## src/rtl/dcpu16_pkg.sv

```systemverilog
// Shared DCPU-16 definitions: basic opcodes, pipeline phases and
// divider iteration counts used by the ALU, memory bus and control stages.
package dcpu16_pkg;

    // Basic instruction opcodes, ireg[3:0]
    typedef enum logic [3:0] {
        OP_NBI = 4'h0,
        OP_SET = 4'h1,
        OP_ADD = 4'h2,
        OP_SUB = 4'h3,
        OP_MUL = 4'h4,
        OP_DIV = 4'h5,
        OP_MOD = 4'h6,
        OP_SHL = 4'h7,
        OP_SHR = 4'h8,
        OP_AND = 4'h9,
        OP_BOR = 4'hA,
        OP_XOR = 4'hB,
        OP_IFE = 4'hC,
        OP_IFN = 4'hD,
        OP_IFG = 4'hE,
        OP_IFB = 4'hF
    } opcode_t;

    // Pipeline phases driven by the control stage
    localparam logic [1:0] PHA_EXEC  = 2'o0;
    localparam logic [1:0] PHA_FETCH = 2'o1;
    localparam logic [1:0] PHA_LOADA = 2'o2;
    localparam logic [1:0] PHA_LOADB = 2'o3;

    // Divider iteration counts: the divide opcode needs the full 32-bit
    // quotient, while the remainder opcode only needs the upper 16 dividend bits
    localparam logic [5:0] DIV_ITER_DIV = 6'd32;
    localparam logic [5:0] DIV_ITER_MOD = 6'd16;

    // Conditional (IFx) opcodes occupy the top quarter of the opcode space
    function automatic logic is_if_op(input opcode_t op);
        return (op[3:2] == 2'b11);
    endfunction

endpackage

```

## src/rtl/dcpu16_div.sv

```systemverilog
// Restoring shift-subtract divider: 32-bit dividend, 16-bit divisor,
// one quotient bit per cycle. 'done' and the quotient/remainder outputs
// are combinational and describe the state after the final iteration edge,
// so the caller can capture the result on the same edge busy drops.
module dcpu16_div
    import dcpu16_pkg::*;
(
    input  logic        clk,
    input  logic        rst,
    input  logic        start,
    input  logic [31:0] dividend,
    input  logic [15:0] divisor,
    input  logic [5:0]  iter_count,
    output logic        busy,
    output logic        done,
    output logic [31:0] quotient,
    output logic [15:0] remainder
);

    logic [31:0] dvd_reg;
    logic [15:0] dsr_reg;
    logic [15:0] rem_reg;
    logic [31:0] quo_reg;
    logic [5:0]  cnt_reg;
    logic [5:0]  iter_reg;
    logic        busy_reg;

    logic [16:0] trial;
    logic [16:0] diff;
    logic        fits;
    logic [15:0] rem_next;
    logic [31:0] quo_next;

    // One restoring step: shift in the next dividend bit, subtract if it fits
    always_comb begin
        trial    = {rem_reg, dvd_reg[31]};
        diff     = trial - {1'b0, dsr_reg};
        fits     = (trial >= {1'b0, dsr_reg});
        // Partial remainder always stays below the divisor, so 16 bits suffice
        rem_next = fits ? diff[15:0] : trial[15:0];
        quo_next = {quo_reg[30:0], fits};
    end

    assign done      = busy_reg && (cnt_reg == (iter_reg - 6'd1));
    assign busy      = busy_reg;
    assign quotient  = quo_next;
    assign remainder = rem_next;

    // Iteration state: load on start, step every cycle while busy
    always_ff @(posedge clk) begin
        if (rst) begin
            dvd_reg  <= 32'h0;
            dsr_reg  <= 16'h0;
            rem_reg  <= 16'h0;
            quo_reg  <= 32'h0;
            cnt_reg  <= 6'd0;
            iter_reg <= 6'd0;
            busy_reg <= 1'b0;
        end else if (start && !busy_reg) begin
            dvd_reg  <= dividend;
            dsr_reg  <= divisor;
            rem_reg  <= 16'h0;
            quo_reg  <= 32'h0;
            cnt_reg  <= 6'd0;
            iter_reg <= iter_count;
            busy_reg <= 1'b1;
        end else if (busy_reg) begin
            dvd_reg <= {dvd_reg[30:0], 1'b0};
            rem_reg <= rem_next;
            quo_reg <= quo_next;
            if (done) begin
                cnt_reg  <= 6'd0;
                busy_reg <= 1'b0;
            end else begin
                cnt_reg <= cnt_reg + 6'd1;
            end
        end
    end

endmodule

```

## src/rtl/dcpu16_alu.sv

```systemverilog
// DCPU-16 execute stage. Single-cycle ops write res/regO on the start edge
// and pulse wre for the following cycle; DIV and MOD run on the iterative
// divider with busy held high until the result lands.
module dcpu16_alu
    import dcpu16_pkg::*;
(
    input  logic        clk,
    input  logic        rst,
    input  logic        ena,
    input  logic [1:0]  pha,
    input  logic [15:0] ireg,
    input  logic [15:0] regA,
    input  logic [15:0] regB,
    output logic [15:0] res,
    output logic        wre,
    output logic [15:0] regO,
    output logic        skp,
    output logic        busy
);

    logic [15:0] res_reg, res_next;
    logic [15:0] rego_reg, rego_next;
    logic        wre_reg, wre_next;
    logic        skp_reg, skp_next;
    opcode_t     op_reg, op_next;

    opcode_t     op;
    logic        start;
    logic        div_start;
    logic [5:0]  div_iter;
    logic        div_busy;
    logic        div_done;
    logic [31:0] div_quotient;
    logic [15:0] div_remainder;

    logic [16:0] add_full;
    logic [31:0] mul_full;
    logic [31:0] shl_full;
    logic [31:0] shr_full;
    logic [15:0] and_w, bor_w, xor_w;

    // Only the basic opcode field matters here; operand fields are decoded upstream
    logic unused_ireg;
    assign unused_ireg = ^ireg[15:4];

    assign op    = opcode_t'(ireg[3:0]);
    assign start = ena && (pha == PHA_EXEC) && !div_busy;

    // Datapath: adder, multiplier and barrel shifters are inferred inline
    assign add_full = {1'b0, regA} + {1'b0, regB};
    assign mul_full = 32'(regA) * 32'(regB);
    assign shl_full = (regB < 16'd32) ? ({16'h0, regA} << regB[4:0]) : 32'h0;
    assign shr_full = (regB < 16'd32) ? ({regA, 16'h0} >> regB[4:0]) : 32'h0;

    genvar gi;
    generate
        for (gi = 0; gi < 16; gi++) begin : g_bitwise
            assign and_w[gi] = regA[gi] & regB[gi];
            assign bor_w[gi] = regA[gi] | regB[gi];
            assign xor_w[gi] = regA[gi] ^ regB[gi];
        end
    endgenerate

    dcpu16_div u_div (
        .clk        (clk),
        .rst        (rst),
        .start      (div_start),
        .dividend   ({regA, 16'h0}),
        .divisor    (regB),
        .iter_count (div_iter),
        .busy       (div_busy),
        .done       (div_done),
        .quotient   (div_quotient),
        .remainder  (div_remainder)
    );

    // Next-state selection: divider completion, or a fresh instruction start
    always_comb begin
        res_next  = res_reg;
        rego_next = rego_reg;
        wre_next  = 1'b0;
        skp_next  = skp_reg;
        op_next   = op_reg;
        div_start = 1'b0;
        div_iter  = DIV_ITER_DIV;

        if (div_done) begin
            wre_next = 1'b1;
            if (op_reg == OP_DIV) begin
                res_next  = div_quotient[31:16];
                rego_next = div_quotient[15:0];
            end else begin
                res_next = div_remainder;
            end
        end else if (start) begin
            op_next  = op;
            // IFx ops overwrite this below; everything else clears a pending skip
            skp_next = 1'b0;
            case (op)
                OP_SET: begin
                    res_next = regB;
                    wre_next = 1'b1;
                end
                OP_ADD: begin
                    res_next  = add_full[15:0];
                    rego_next = add_full[16] ? 16'h0001 : 16'h0000;
                    wre_next  = 1'b1;
                end
                OP_SUB: begin
                    res_next  = regA - regB;
                    rego_next = (regA < regB) ? 16'hFFFF : 16'h0000;
                    wre_next  = 1'b1;
                end
                OP_MUL: begin
                    res_next  = mul_full[15:0];
                    rego_next = mul_full[31:16];
                    wre_next  = 1'b1;
                end
                OP_DIV: begin
                    if (regB == 16'h0) begin
                        res_next  = 16'h0;
                        rego_next = 16'h0;
                        wre_next  = 1'b1;
                    end else begin
                        div_start = 1'b1;
                        div_iter  = DIV_ITER_DIV;
                    end
                end
                OP_MOD: begin
                    if (regB == 16'h0) begin
                        res_next = 16'h0;
                        wre_next = 1'b1;
                    end else begin
                        div_start = 1'b1;
                        div_iter  = DIV_ITER_MOD;
                    end
                end
                OP_SHL: begin
                    res_next  = shl_full[15:0];
                    rego_next = shl_full[31:16];
                    wre_next  = 1'b1;
                end
                OP_SHR: begin
                    res_next  = shr_full[31:16];
                    rego_next = shr_full[15:0];
                    wre_next  = 1'b1;
                end
                OP_AND: begin
                    res_next = and_w;
                    wre_next = 1'b1;
                end
                OP_BOR: begin
                    res_next = bor_w;
                    wre_next = 1'b1;
                end
                OP_XOR: begin
                    res_next = xor_w;
                    wre_next = 1'b1;
                end
                OP_IFE: skp_next = !(regA == regB);
                OP_IFN: skp_next = (regA == regB);
                OP_IFG: skp_next = !(regA > regB);
                OP_IFB: skp_next = (and_w == 16'h0);
                default: ;
            endcase
        end
    end

    // Architectural output registers; reset aborts any divide in flight
    always_ff @(posedge clk) begin
        if (rst) begin
            res_reg  <= 16'h0;
            rego_reg <= 16'h0;
            wre_reg  <= 1'b0;
            skp_reg  <= 1'b0;
            op_reg   <= OP_NBI;
        end else begin
            res_reg  <= res_next;
            rego_reg <= rego_next;
            wre_reg  <= wre_next;
            skp_reg  <= skp_next;
            op_reg   <= op_next;
        end
    end

    assign res  = res_reg;
    assign regO = rego_reg;
    assign wre  = wre_reg;
    assign skp  = skp_reg;
    assign busy = div_busy;

    // Sanity check: the classifier helper agrees with the opcode map
    logic unused_if_check;
    assign unused_if_check = is_if_op(op);

endmodule

```

## config.mk

```make
export PLATFORM = sky130hd
export DESIGN_NAME = dcpu16_alu
export DESIGN_NICKNAME = d
export VERILOG_FILES = /design/src/rtl/dcpu16_pkg.sv /design/src/rtl/dcpu16_div.sv /design/src/rtl/dcpu16_alu.sv
export SDC_FILE = /design/constraint.sdc
export NUM_CORES = 1
export LEC_CHECK = 0
export CAP_MARGIN = 15
export CORE_ASPECT_RATIO = 1.75
export CORE_MARGIN = 2
export CORE_UTILIZATION = 35
export CTS_CLUSTER_DIAMETER = 60
export DETAILED_ROUTE_END_ITERATION = 8
export PLACE_DENSITY = 0.52
export SYNTH_ARGS = -nofsm -noshare
export SYNTH_HDL_FRONTEND = slang
export SYNTH_HIERARCHICAL = 1
export SYNTH_SLANG_ARGS = --single-unit
```

## constraint.sdc

```tcl
create_clock -name clk -period 9.8 [get_ports clk]
set_input_delay 2.45 -clock clk [delete_from_list [all_inputs] [get_ports clk]]
set_output_delay 2.45 -clock clk [all_outputs]
set_load 0.01 [all_outputs]
```

* Word-level counts from Yosys, hierarchy flattened
Cells that the tools add are included.
** Word-level totals
- Register bits :: 130
- Bits of input ports :: 53
- Output and inout port bits :: 35
- Logic and storage cells :: 147
** Cells by class
- $add $sub $neg :: 5
- Multipliers :: 1
- $lt $le $gt $ge :: 4
- Eq/ne operators :: 21
- Shift operators :: 2
- Muxes and demuxes :: 33
- Bitwise logic cells :: 49
- Reductions and logical operators :: 20
** Operators with widths (count)
- one-hot mux 16 bit (10 select lines) :: 1
- two-way mux 16 bit :: 9
- two-way mux 32 bit :: 4
- one-hot mux 16 bit (6 select lines) :: 1
- equality test 4 bit, second input constant :: 8
- logical NOT 16 bit :: 2
- multiplier 16 x 16 -> 32 bit :: 1
- << shifter 16 x 5 -> 32 bit :: 1
- right shift 32 x 5 -> 32 bit :: 1
- subtractor 16 bit :: 2
- two-way mux 6 bit :: 5
- equality test 4 x 3 -> 1 bit, second input constant :: 5
- adder 16 x 16 -> 17 bit :: 1
- >= comparator 17 x 16 -> 1 bit :: 1
- AND 1 bit :: 16
- equality test 16 bit :: 1
- > comparator 16 bit :: 1
- less-than comparator 16 bit :: 1
- less-than comparator 16 x 6 -> 1 bit, second input constant :: 1
- bitwise OR 1 bit :: 16
- bitwise XOR 1 bit :: 16
- two-way mux 1 bit :: 11
- nonzero test 11 bit :: 1
- OR reduction 9 bit :: 1
- 20 further kinds :: 28

* Logic depth before layout (Yosys ltp)
- Depth after elaboration :: 7
- Gate-level depth with buffers :: 27

* By module
Netlist, hierarchy kept.
** By module, submodules not included
- dcpu16_alu :: times used 1, cells an instance 2070, area an instance 15845.2 um^2
- dcpu16_div :: times used 1, cells an instance 659, area an instance 5402.7 um^2

* Least setup slack after synthesis
OpenSTA, ideal clock, no wires.
- Kind :: input to register
- Start point :: in regB[4]
- End point :: reg rego_reg[14], in the netlist regO[14]
- Library setup time :: 63 ps
- Data arrival time :: 8978 ps
- Required time :: 9737 ps
- Setup slack :: 760 ps
- Stages :: 25
- Cells stage by stage :: clkbuf_1 inv_1 clkbuf_1 clkbuf_1 buf_1 nor2_1 fa_1 inv_1 fa_1 fa_1 fa_1 inv_1 fa_1 inv_1 fa_1 inv_1 ha_1 and3_1 and3_1 nor3b_2 o211ai_2 or3_4 a31o_1 or4b_1 nand3_1
** On the way
- Cells in the longest elaborated chain, start to end :: 5
- Elaborated cells on any way between the ends :: 14
- Classes of those cells :: mul (1); order compare (2); eq/ne (1); shift (2); mux (6); reduce/logical (2)
** Ends and longest elaborated chain
- start: declaration :: line dcpu16_alu.sv:13 : input logic [15:0] regB,
- branches (longest 5 deep; another with multiplier 16 x 16 -> 32 bit)
- end signal: assignment :: line dcpu16_alu.sv:179 : rego_reg <= rego_next;
- end: declaration :: line dcpu16_alu.sv:22 : logic [15:0] rego_reg, rego_next;
Parallel ways; which one is timed is not known. The select of a mux whose other input is x is not followed.
A chain may end at the register's enable or synchronous reset.

* Worst setup path in the final report
- Start point :: in regA[5]
- End point :: reg rego_reg[14], in the netlist regO[14]
** On the way
- Cells in the longest elaborated chain, start to end :: 5
- Elaborated cells on any way between the ends :: 10
- Classes of those cells :: mul (1); order compare (1); shift (2); mux (6)
** Ends and longest elaborated chain
- start: declaration :: line dcpu16_alu.sv:12 : input logic [15:0] regA,
- branches (longest 2 deep; another with multiplier 16 x 16 -> 32 bit)
- one-hot mux 16 bit (6 select lines) (*) :: line dcpu16_alu.sv:99 : case (op)
- two-way mux 16 bit (*) :: line dcpu16_alu.sv:95 : end else if (start) begin
- two-way mux 16 bit (*) :: line dcpu16_alu.sv:87 : if (div_done) begin
Every way passes the cells marked *. The select of a mux whose other input is x is not followed.

==> key figures <==
Clocking
  – Inserted Clock Buffers: 17
  – CTS tree: built
  – Clock buffer depth: 2
  – CTS resizes: 0
  – Clock slew at reported path FFs: 60 ps
  – Clock sink count: 146
  – Setup bufs post-CTS: 0
  – Cts hold-fix bufs: 0
  – Clock Tree Root: clkbuf_16
  – H-tree depth: 4
  – Worst skew pair latency: 470 ps

GRT
  – Largest net degree at the start of global routing: 76
  – Grt total ovfl: 0
  – First-pass GRT wire length: 146000 µm
  – Total GRT Usage: 0.321
  – Vias in the first global route: 21700
  – Initial antenna violation count: 1

Timing
  – RSZ-0062 raised after global routing: false
  – Relative slew margins: 0.101
  – Worst Max-Slew Pin Slew: 1330 ps
  – Fin crit period: 9360 ps
  – Final setup violation count: 0
  – Setup TNS: 0 ps
  – Hold Vio Cnt, Final: 0
  – Fmax: 107 MHz
  – Final worst-path cycle share: 0.955
  – Slew Viols, Final: 0
  – Skew final: 20.1 ps

Die
  – Die W: 190 µm
  – Rows: 119
  – Core area: 0.0602 mm²
  – Initial Util: 0.353
  – Die Y-Extent: 330 µm
  – Die ar.: 0.0628 mm²
  – I/O pins: 88

Critical path
  – Endpoint class of the critical path: flop
  – Crit-path max FO: 7
  – Most used cell, CP: fa_1
  – Worst setup SP type: input port
  – Delay-heaviest family, CP: adder cells
  – Slowest Stage Delay on Critical Path: 540 ps
  – Worst path cell trace: clkdlybuf4s50_1 > clkinv_1 > buf_4 > nor2_1 > fa_1 > inv_1 > fa_1 > fa_1 > fa_1 > inv_1 > fa_1 > inv_1 > fa_1 > inv_1 > ha_1 > and3_1 > and3_1 > nor3b_2 > buf_4 > o211ai_2 > or3_4 > a31o_1 > or4b_1 > nand3_1
  – Slowest-stage cell, CP: fa_1
  – Bufs and invs on worst path: 8
  – CP required: 10200 ps
  – Worst EP arrival: 9760 ps
  – Crit Path Category: in -> reg

Synthesis
  – Distinct cells, synth: 99
  – Ys async rst share: 0
  – Post-synth EDFFs: 0
  – Top_reg_cell synth: dfxtp_1
  – Cell area after synthesis: 0.0212 mm²
  – Cells after Synth: 2729
  – Yosys warning count: 6
  – Post-synthesis register bit count: 146
  – Syn Area/Cell: 7.79 µm²
  – Post-synthesis sequential area ratio: 0.138

Finish
  – Area of the multi-input gates: 0.0165 mm²
  – Fill cell count: 6337
  – Max reg flops: 32
  – Reg area: 0.00293 mm²
  – # diodes: 0
  – Layout cell share with drive strength beyond 1: 0.0998
  – Area grow syn2layout: 12.8%
  – NumNets Final: 3214
  – Final non-filler cell area: 0.0240 mm²

Pwr
  – Peak VDD IR: 0.360 mV
  – PwrDens: 264 mW/mm²
  – LEAKAGE: 10.3 nW

Outcome
  – Run status: complete, no violations

Place
  – I/O Buffers: 75
  – Area post-placement: 0.0233 mm²
  – Gpl congestion: 0.988
  – Detailed-placement wirelength estimate: 78000 µm

Run
  – Max-Cap Viols: 0

Drt
  – Antenna Nets Post-Route: 0
  – Routed WL: 99500 µm
  – Post-DR vias/cell: 5.89
  – 1st-pass router iterations: 7
  – DRT iter0 DRCs: 2016
  – Via count: 21200
  – Wirelength per Cell: 27.7 µm
  – Drc violations: 0

Worst hold path
  – Hold WC Path Type: reg -> reg
[cell usage in the layout, fill, tap and decap left out, types with 10 or more instances in the layout]
master and count:
a211oi_1 36, a21o_1 23, a21oi_1 177, a22oi_1 12, a31oi_1 27, and2_1 15, and3_1 13, buf_4 130
clkbuf_16 17, clkdlybuf4s50_1 70, conb_1 20, dfxtp_1 145, fa_1 197, ha_1 171, inv_1 296, mux2_2 31
mux2i_1 102, mux4_2 27, nand2_1 315, nand2b_1 21, nand3_1 43, nand4_1 18, nor2_1 366, nor2b_1 18
nor3_1 59, nor4_1 18, o211ai_1 10, o21a_1 20, o21ai_0 107, o22ai_1 12, o31ai_1 12, or2_2 10
xnor2_1 26, xor2_1 18
[worst min-delay path: cells and delay by family (launching register included)]
family	cells	cell delay (ps)
flip-flops	1	310
AO/OA/AOI/OAI	1	50
AND/OR/NAND/NOR	1	50
[per-layer routing]
metal	track usage	vias to the layer above	share of wire
met2	0.534	964	0.47
met4	0.278	2	0.10
met3	0.0473	346	0.062
met5	0	-	0.00017
met1	0.361	10500	0.36
li1	-	9360	-
[logic make-up (layout without fill, tap and decap cells)]
group,Yosys count,after routing,share of synthesized area
compound gates,568,568,0.173
buf+inv,487,544,0.0903
mux,163,163,0.0952
simple gates,952,952,0.199
other cells,1,20,0.000176
flops,146,146,0.138
fa+ha+maj,368,368,0.286
xor+xnor,44,44,0.0181
[through the flow]
stage / hold WS, ps / total power [mW] / std cells / setup slack [ps] / utilization
after floorplan: 431 / 3.87 / 2748 / 760 / -
after global placement: 440 / 5.47 / 3559 / 35.5 / 0.388
after detailed placement: 450 / 5.47 / 3559 / 40.7 / 0.388
after CTS: 459 / 6.28 / 3590 / 515 / 0.398
after global routing: 473 / 6.93 / 3591 / 262 / 0.399
final: 457 / 6.33 / 3591 / 440 / 0.399
[area by class of cell]
cell class / count / share of cell area
Sequential cell: 146 / 0.122
Timing Repair Buffer: 206 / 0.0727
Multi-Input combinational cell: 2115 / 0.690
Inverter: 307 / 0.0482
Tap cell: 786 / 0.0410
Clock buffer: 18 / 0.0179
Clock inverter: 13 / 0.00825
[cell usage after synthesis, types with 12 or more instances]
library cell | count | area [µm²]
nor2_1 | 366 | 1370
nand2_1 | 315 | 1180
inv_1 | 296 | 1110
fa_1 | 197 | 3940
a21oi_1 | 177 | 886
ha_1 | 171 | 2140
dfxtp_1 | 146 | 2920
clkbuf_1 | 131 | 492
o21ai_0 | 107 | 536
mux2i_1 | 102 | 1020
nor3_1 | 63 | 315
nand3_1 | 43 | 215
a211oi_1 | 37 | 278
mux2_2 | 31 | 349
a31oi_1 | 28 | 175
mux4_2 | 27 | 608
xnor2_1 | 26 | 228
a21o_1 | 23 | 173
nand2b_1 | 21 | 131
buf_2 | 20 | 100
o21a_1 | 20 | 150
nor2b_1 | 19 | 119
nand4_1 | 18 | 113
nor4_1 | 18 | 113
xor2_1 | 18 | 158
buf_1 | 17 | 63.8
and2_1 | 16 | 100
and3_1 | 13 | 81.3
a22oi_1 | 12 | 90.1
o22ai_1 | 12 | 75.1
o31ai_1 | 12 | 90.1
[report_power, final]
group	switching (mW)	total (mW)	internal, mW
registers	0.00636	0.606	0.600
logic	2.95	4.97	2.02
clock network	0.320	0.751	0.431
total	3.28	6.33	3.05
[path summary, 6_finish.rpt]
kind	startpoint	to	slack [ps]	depth (start not counted)
worst max-delay path	regA[5]	regO[14]	440	24
worst min-delay path	u_div/dsr_reg[7]	u_div/dsr_reg[7]	460	2
worst max register to register	u_div/dsr_reg[10]	res[14]	4400	16
worst min register to register	u_div/dsr_reg[7]	u_div/dsr_reg[7]	460	2
(Power assumes the default switching activity.)
